==> src/rtl/uart_tx_arbiter_if.sv <==
// Byte-requester and UART-driver handshake bundle for uart_tx_arbiter.
// master = arbiter side, slave = environment side (requesters plus transmitter).
interface uart_tx_arbiter_if #(
  parameter int N_REQ = 4
);
  logic [N_REQ-1:0]   req_valid;
  logic [8*N_REQ-1:0] req_data;
  logic [N_REQ-1:0]   req_ready;
  logic               uart_start;
  logic [7:0]         uart_data;
  logic               uart_busy;
  logic               uart_ready;

  modport master (
    input  req_valid, req_data, uart_busy, uart_ready,
    output req_ready, uart_start, uart_data
  );

  modport slave (
    output req_valid, req_data, uart_busy, uart_ready,
    input  req_ready, uart_start, uart_data
  );
endinterface

==> src/rtl/uart_tx_arbiter.sv <==
// Round-robin sharing of one UART transmitter among N_REQ byte sources, with start-to-busy watchdog.
// Define UART_ARB_PRIO_EN to make requester 0 strict high priority over a round-robin of 1..N_REQ-1.
module uart_tx_arbiter #(
  parameter int N_REQ       = 4,
  parameter int TIMEOUT_CYC = 1024
) (
  input  logic                     clk,
  input  logic                     rst_n,
  uart_tx_arbiter_if.master        bus,
  output logic [$clog2(N_REQ)-1:0] grant_id,
  output logic                     arb_active,
  output logic                     tx_timeout
);
  localparam int IDW = $clog2(N_REQ);
  localparam int WDW = $clog2(TIMEOUT_CYC);
`ifdef UART_ARB_PRIO_EN
  localparam bit PRIO_EN = 1'b1;
`else
  localparam bit PRIO_EN = 1'b0;
`endif

  typedef enum logic [1:0] {IDLE, START, WAIT_BUSY, WAIT_DONE} state_t;

  state_t           state_q, state_d;
  logic [IDW-1:0]   rr_ptr_q, rr_ptr_d;
  logic [IDW-1:0]   grant_q, grant_d;
  logic [7:0]       data_q, data_d;
  logic [WDW-1:0]   wd_cnt_q, wd_cnt_d;

  logic [7:0]       byte_w [N_REQ];
  logic             win_found;
  logic [IDW-1:0]   win_idx;
  logic [IDW-1:0]   cand;
  logic             arb_en;
  logic [N_REQ-1:0] req_ready_c;
  logic             uart_start_c;
  logic             tx_timeout_c;

  genvar gi;
  generate
    for (gi = 0; gi < N_REQ; gi++) begin : g_bytes
      assign byte_w[gi] = bus.req_data[8*gi +: 8];
    end
  endgenerate

  // Pointer after serving g; with priority enabled, requester 0 never moves it and 1..N-1 wrap to 1.
  function automatic logic [IDW-1:0] next_ptr(input logic [IDW-1:0] g, input logic [IDW-1:0] cur);
    if (PRIO_EN && g == '0) return cur;
    if (int'(g) == N_REQ - 1) return PRIO_EN ? IDW'(1) : '0;
    return g + IDW'(1);
  endfunction

  always_comb begin
    win_found = 1'b0;
    win_idx   = '0;
    cand      = '0;
    if (PRIO_EN && bus.req_valid[0]) begin
      win_found = 1'b1;
    end
    for (int k = 0; k < N_REQ; k++) begin
      cand = IDW'((int'(rr_ptr_q) + k) % N_REQ);
      if (!win_found && bus.req_valid[cand] && !(PRIO_EN && cand == '0)) begin
        win_found = 1'b1;
        win_idx   = cand;
      end
    end
  end

  assign arb_en = bus.uart_ready && !bus.uart_busy;

  always_comb begin
    state_d      = state_q;
    rr_ptr_d     = rr_ptr_q;
    grant_d      = grant_q;
    data_d       = data_q;
    wd_cnt_d     = wd_cnt_q;
    req_ready_c  = '0;
    uart_start_c = 1'b0;
    tx_timeout_c = 1'b0;
    case (state_q)
      IDLE: begin
        if (arb_en && win_found) begin
          req_ready_c[win_idx] = 1'b1;
          data_d               = byte_w[win_idx];
          grant_d              = win_idx;
          state_d              = START;
        end
      end
      START: begin
        uart_start_c = 1'b1;
        wd_cnt_d     = '0;
        state_d      = WAIT_BUSY;
      end
      WAIT_BUSY: begin
        if (bus.uart_busy) begin
          state_d = WAIT_DONE;
        end else if (wd_cnt_q == WDW'(TIMEOUT_CYC - 1)) begin
          // Transmitter never responded: drop the byte and move on.
          tx_timeout_c = 1'b1;
          rr_ptr_d     = next_ptr(grant_q, rr_ptr_q);
          state_d      = IDLE;
        end else begin
          wd_cnt_d = wd_cnt_q + WDW'(1);
        end
      end
      WAIT_DONE: begin
        if (!bus.uart_busy && bus.uart_ready) begin
          rr_ptr_d = next_ptr(grant_q, rr_ptr_q);
          state_d  = IDLE;
        end
      end
      default: state_d = IDLE;
    endcase
  end

  always_ff @(posedge clk or negedge rst_n) begin
    if (!rst_n) begin
      state_q  <= IDLE;
      rr_ptr_q <= '0;
      grant_q  <= '0;
      data_q   <= 8'h00;
      wd_cnt_q <= '0;
    end else begin
      state_q  <= state_d;
      rr_ptr_q <= rr_ptr_d;
      grant_q  <= grant_d;
      data_q   <= data_d;
      wd_cnt_q <= wd_cnt_d;
    end
  end

  assign bus.req_ready  = req_ready_c;
  assign bus.uart_start = uart_start_c;
  assign bus.uart_data  = data_q;
  assign grant_id       = grant_q;
  assign arb_active     = (state_q != IDLE);
  assign tx_timeout     = tx_timeout_c;
endmodule
==> src/flat_wrapper.sv <==
// flat-port wrapper written by rule: the top's interface ports become plain ports
module uart_tx_arbiter_flat 
#(
  parameter int N_REQ       = 4,
  parameter int TIMEOUT_CYC = 1024
)
  (clk, rst_n, grant_id, arb_active, tx_timeout, bus_req_valid, bus_req_data, bus_uart_busy, bus_uart_ready, bus_req_ready, bus_uart_start, bus_uart_data);
  uart_tx_arbiter_if #(.N_REQ(N_REQ)) bus_i ();
  input  logic clk;
  input  logic rst_n;
  output logic [$clog2(N_REQ)-1:0] grant_id;
  output logic arb_active;
  output logic tx_timeout;
  input wire logic [$bits(bus_i.req_valid)-1:0] bus_req_valid;
  input wire logic [$bits(bus_i.req_data)-1:0] bus_req_data;
  input wire logic [$bits(bus_i.uart_busy)-1:0] bus_uart_busy;
  input wire logic [$bits(bus_i.uart_ready)-1:0] bus_uart_ready;
  output wire logic [$bits(bus_i.req_ready)-1:0] bus_req_ready;
  output wire logic [$bits(bus_i.uart_start)-1:0] bus_uart_start;
  output wire logic [$bits(bus_i.uart_data)-1:0] bus_uart_data;
  assign bus_i.req_valid = bus_req_valid;
  assign bus_i.req_data = bus_req_data;
  assign bus_i.uart_busy = bus_uart_busy;
  assign bus_i.uart_ready = bus_uart_ready;
  assign bus_req_ready = bus_i.req_ready;
  assign bus_uart_start = bus_i.uart_start;
  assign bus_uart_data = bus_i.uart_data;
  uart_tx_arbiter #(.N_REQ(N_REQ), .TIMEOUT_CYC(TIMEOUT_CYC)) u_core (.clk(clk), .rst_n(rst_n), .bus(bus_i), .grant_id(grant_id), .arb_active(arb_active), .tx_timeout(tx_timeout));
endmodule
==> config.mk <==
export PLATFORM = sky130hd
export DESIGN_NAME = uart_tx_arbiter_flat
export DESIGN_NICKNAME = d
export VERILOG_FILES = /design/src/rtl/uart_tx_arbiter_if.sv /design/src/rtl/uart_tx_arbiter.sv /design/src/flat_wrapper.sv
export SDC_FILE = /design/constraint.sdc
export NUM_CORES = 1
export LEC_CHECK = 0
export CELL_PAD_IN_SITES_DETAIL_PLACEMENT = 2
export CELL_PAD_IN_SITES_GLOBAL_PLACEMENT = 2
export CORE_ASPECT_RATIO = 1.1
export CORE_MARGIN = 2
export CORE_UTILIZATION = 22
export DETAILED_ROUTE_END_ITERATION = 10
export PLACE_DENSITY = 0.84
export SLEW_MARGIN = 20
export SYNTH_ARGS = -nofsm -noshare
export SYNTH_HDL_FRONTEND = slang
export SYNTH_SLANG_ARGS = --single-unit
==> constraint.sdc <==
create_clock -name clk -period 1.9 [get_ports clk]
set_input_delay 0.19 -clock clk [delete_from_list [all_inputs] [get_ports clk]]
set_output_delay 0.19 -clock clk [all_outputs]
set_load 0.05 [all_outputs]
* Yosys cells after proc, flatten, opt, wreduce, memory -nomap -nowiden
Cells that the tools add are included.
Storage, ports and cells: input bits 40, output and inout port bits 17, flip-flop bits (word level) 24
Cells by class: $lt $le $gt $ge 7, mux-type cells 48, add/subtract/negate cells 5, reduce and logical (&&, ||, !) cells 18, bitwise operators 1, eq/ne operators 11
Operator list (count):
- $mux 2 | 14
- $mux 10 | 2
- $pmux 10 s2 | 1
- $mux 1 | 19
- $bmux 8 s2 | 1
- $mux 8 | 2
- $lt 2x3->1 const B | 5
- $add 10x1->10 const B | 1
- $eq 10x10->1 const B | 1
- $bmux 1 s2 | 4
- $mux 4 | 2
- $pmux 2 s4 | 1
- $logic_and 1x1->1 | 6
- $ne 2x1->1 const B | 3
- $reduce_and 3->1 | 2
- $reduce_bool 2->1 | 3
- $add 2x1->2 const B | 2
- $add 2x2->2 const B | 2
- $eq 2x1->1 const B | 2
- $eq 2x2->1 const B | 2
- $logic_not 1->1 | 4
- $ne 2x2->1 const B | 2
- $pmux 2 s2 | 1
- $reduce_and 4->1 | 1
- other kinds (7) | 7

* Depth between registers and ports, before layout
depth in word-level cells 18, mapped depth 7, depth with buffers taken out 6

* Least setup slack after synthesis
Ideal clock, no wire load.
path kind reg-to-output, start register u_core.state_q[1], end output port bus_req_ready[2], stages on the path, launching flop included 6, setup slack -0.837 ns, data arrival time 2.547 ns, data required time 1.710 ns, path buffers 1, cell sequence dfrtp_1 -> or2_1 -> or4b_4 -> or3_1 -> buf_6 -> nor2_1
Between the ends: cells in the longest elaborated chain, start to end 2
Ends and longest elaborated chain:
- start, declared | RTL line uart_tx_arbiter.sv:24 | state_t state_q, state_d;
- start signal, assigned | RTL line uart_tx_arbiter.sv:124 | state_q <= state_d;
- $logic_not 2->1 | RTL line uart_tx_arbiter.sv:80 | case (state_q)
- $mux 4 | RTL line uart_tx_arbiter.sv:80
- end, declared | RTL line flat_wrapper.sv:18 | output wire logic [$bits(bus_i.req_ready)-1:0] bus_req_ready;
Every way passes these cells.

* Final worst setup path
start register u_core.state_q[1], end output port bus_req_ready[3]
The elaborated chain is that of the path after synthesis.

==> results.yml <==
synthesis:
  synthCells: 157
  netlist.area_leader.share: 0.416
  async_flop_share: 1.00
  synthesis.nets: 199
  synth_top_area_cell: "dfrtp_1"
  ys_types: 40
  yosys-top-cells-count: "28 x nor2_1, 24 x dfrtp_1, 17 x mux2i_1, 14 x nand2_1, 7 x o21ai_0"
  synth_area_leaders: "dfrtp_1 42%, mux2i_1 12%, nor2_1 7.3%"
  synth_sequential_area_ratio: 0.416
  yosysWarningCount: 0
  synth-edff-count: 0
  yosysMostFrequentCell: "nor2_1"
  avgSynthCellArea_sq_um: 9.20
  synthFlopType: "dfrtp_1"
  ys_ff_latch: 24
  netlist_area_sq_um: 1440
cts:
  clock-sinks: 24
  htree_num_levels: 1
  cts_buffers: 3
  cts.clk_slew.worst_paths_ns: 0.09
  clock_path_buffers: 2
  cts_root_buf: "clkbuf_8"
  clk_latency_ns: 0.27
  cts_tree: "yes"
timing:
  final.setup_skew_ns: 0.00674
  setup_viol_count_final: 14
  fin_setup_tns_ns: -2.86
  max_freq_mhz: 443
  finalHoldViolations: 0
  rsz0062_at_grt: "true"
  worst_hold_slack_ns: 0.285
  drv_slew: 0
  tightest_slew_ns: 0.536
  fin_ws_ns: -0.356
  period_share: 1.19
  slew_headroom: 0.642
  fin_crit_ns: 2.26
final_layout:
  n_antenna_cell: 0
  post-route-util: 0.423
  nNetsFinal: 293
  stdcell_area_sq_um: 2650
  drive_gt1_frac: 0.324
  syn_to_final_growth_pct: 83.4
  stdcell_count: 330
  fill_cells: 664
placement:
  io_buffers: 56
  pre_cts_ws_ns: -0.367
  dp.cells: 317
  placed_area_sq_um: 2440
  finalWeightedCongestion: 0.743
  hpwl_mm: 4.38
global_routing:
  overflow: 0
  grt_max_degree: 25
  grt_pass1_vias: 1795
  antenna_found_initial: 0
  grt.total_usage: 0.159
  grt_pass1_wl_mm: 8.75
floorplanning:
  die_h_microns: 89.0
  core_sq_um: 6270
  initial_core_util: 0.230
  ios: 57
  num_rows: 30
  dieArea_sq_um: 7230
  die_x_microns: 81.2
drt:
  dr_total_vias: 1577
  wirelength_mm: 5.78
  routedWlPerCell_microns: 17.5
  dr.pass1.iters: 2
  drc: 0
  vias_per_cell: 4.78
  drt_iter0_drc: 31
  ant_nets: 0
flow_run:
  drv_cap: 0
status:
  violations: "setup timing"
  status: "complete, but fails checks"
setup_path:
  cp_data_arrival_time_ns: 2.07
  reg2reg_depth: 7
  cp-startpoint: "u_core.state_q[1]"
  endpoint_kind: "output pin"
  reg2reg_to: "u_core.bus.uart_data[0]"
  critPathCapture: "bus_req_ready[3]"
  worstReg2RegStart: "u_core.state_q[1]"
  regToRegSetupSlack_ns: -0.18
  crit_fanout: 3
  crit_type: "flop to output pin"
  start_kind: "flop"
  required_ns: 1.71
power_and_ir_drop:
  power_density_nw_per_um2: 1150
  total_power_mw: 3.04
  irDropWorstVdd_mv: 0.420
  leakagePower_nw: 1.17
hold_path:
  hp-class: "input port to async pin"
-- report_power, final --
group          internal, mW  total [mW]  switching (mW)
Combinational         0.830        1.87            1.04
Sequential            0.673       0.813           0.141
Clock                 0.185       0.358           0.173
-- what timing repair did --
item | CTS | global route
buffers inserted | 5 | 5
hold buffers | 0 | 0
pin swaps | 4 | 8
cloned | 0 | 0
endpoints found under the setup margin | 16 | 18
gates resized for setup | 12 | 14
endpoints found under the hold margin | 0 | 0
-- worst min-delay path by stage --
stage / start / to / slack (ns)
after CTS: rst_n / u_core.wd_cnt_q[4] / 0.29
after global placement: u_core.bus.uart_data[7] / u_core.bus.uart_data[7] / 0.47
after floorplan: rst_n / u_core.bus.uart_data[0] / -0.11
final: rst_n / u_core.wd_cnt_q[1] / 0.29
after global routing: rst_n / u_core.wd_cnt_q[7] / 0.32
after detailed placement: u_core.bus.uart_data[2] / u_core.bus.uart_data[2] / 0.48
-- kinds of logic (layout without fill, tap and decap cells) --
group / after synthesis / in the layout / share of synthesized area
buffers and inverters: 11 / 104 / 0.0373
muxes: 18 / 18 / 0.126
and+or+nand+nor: 69 / 69 / 0.234
DFF: 24 / 24 / 0.416
xor gates and xnor gates: 3 / 3 / 0.0182
adders and majority gates: 2 / 2 / 0.0173
AOI/OAI and AO/OA: 30 / 30 / 0.152
-- worst max-delay path, stage by stage (launching register included) --
cell and delay [ns]:
dfrtp_1 0.39, or2_4 0.25, or4b_4 0.49, or3_4 0.39, nor2_4 0.13, buf_12 0.15
-- state kept, by name, indices dropped and copies added (netlist names) --
name,cells
u_core.state_q,2
u_core.bus.uart_data,8
u_core.grant_id,2
u_core.rr_ptr_q,2
u_core.wd_cnt_q,10
-- cells in the final DEF (no fill, tap or decap), types with 2 or more instances in the layout --
master	Yosys	layout
o31ai_1	3	3
or4_1	2	2
nand3_1	4	4
xor2_1	2	2
buf_12	0	7
nand4_1	2	2
nor2b_1	3	3
buf_6	1	2
o21ai_0	7	6
dfrtp_1	24	22
dfrtp_2	0	2
nand2_1	14	14
inv_1	6	6
clkbuf_8	0	4
a211o_1	6	6
buf_4	1	35
nor2_4	0	5
a21oi_1	4	4
nor2_1	28	15
nor2_2	0	8
or3_1	3	2
clkdlybuf4s50_1	0	49
mux2i_1	17	17
a211o_2	2	2
-- area by class of cell --
| type | instances | area, sq um | area share |
|---|---|---|---|
| clock buffer | 4 | 55.1 | 0.0208 |
| sequential | 24 | 603 | 0.228 |
| tap | 80 | 100 | 0.0378 |
| inverter | 6 | 22.5 | 0.00850 |
| multi-input combinational | 122 | 943 | 0.356 |
| timing repair buffer | 94 | 925 | 0.349 |
-- layer usage --
| metal | global-route usage | part of all wire |
|---|---|---|
| met5 | 0 | 0 |
| met4 | 0.0339 | 0.0088 |
| met3 | 0.0232 | 0.046 |
| met2 | 0.340 | 0.57 |
| met1 | 0.158 | 0.37 |
(Power assumes the default switching activity.)
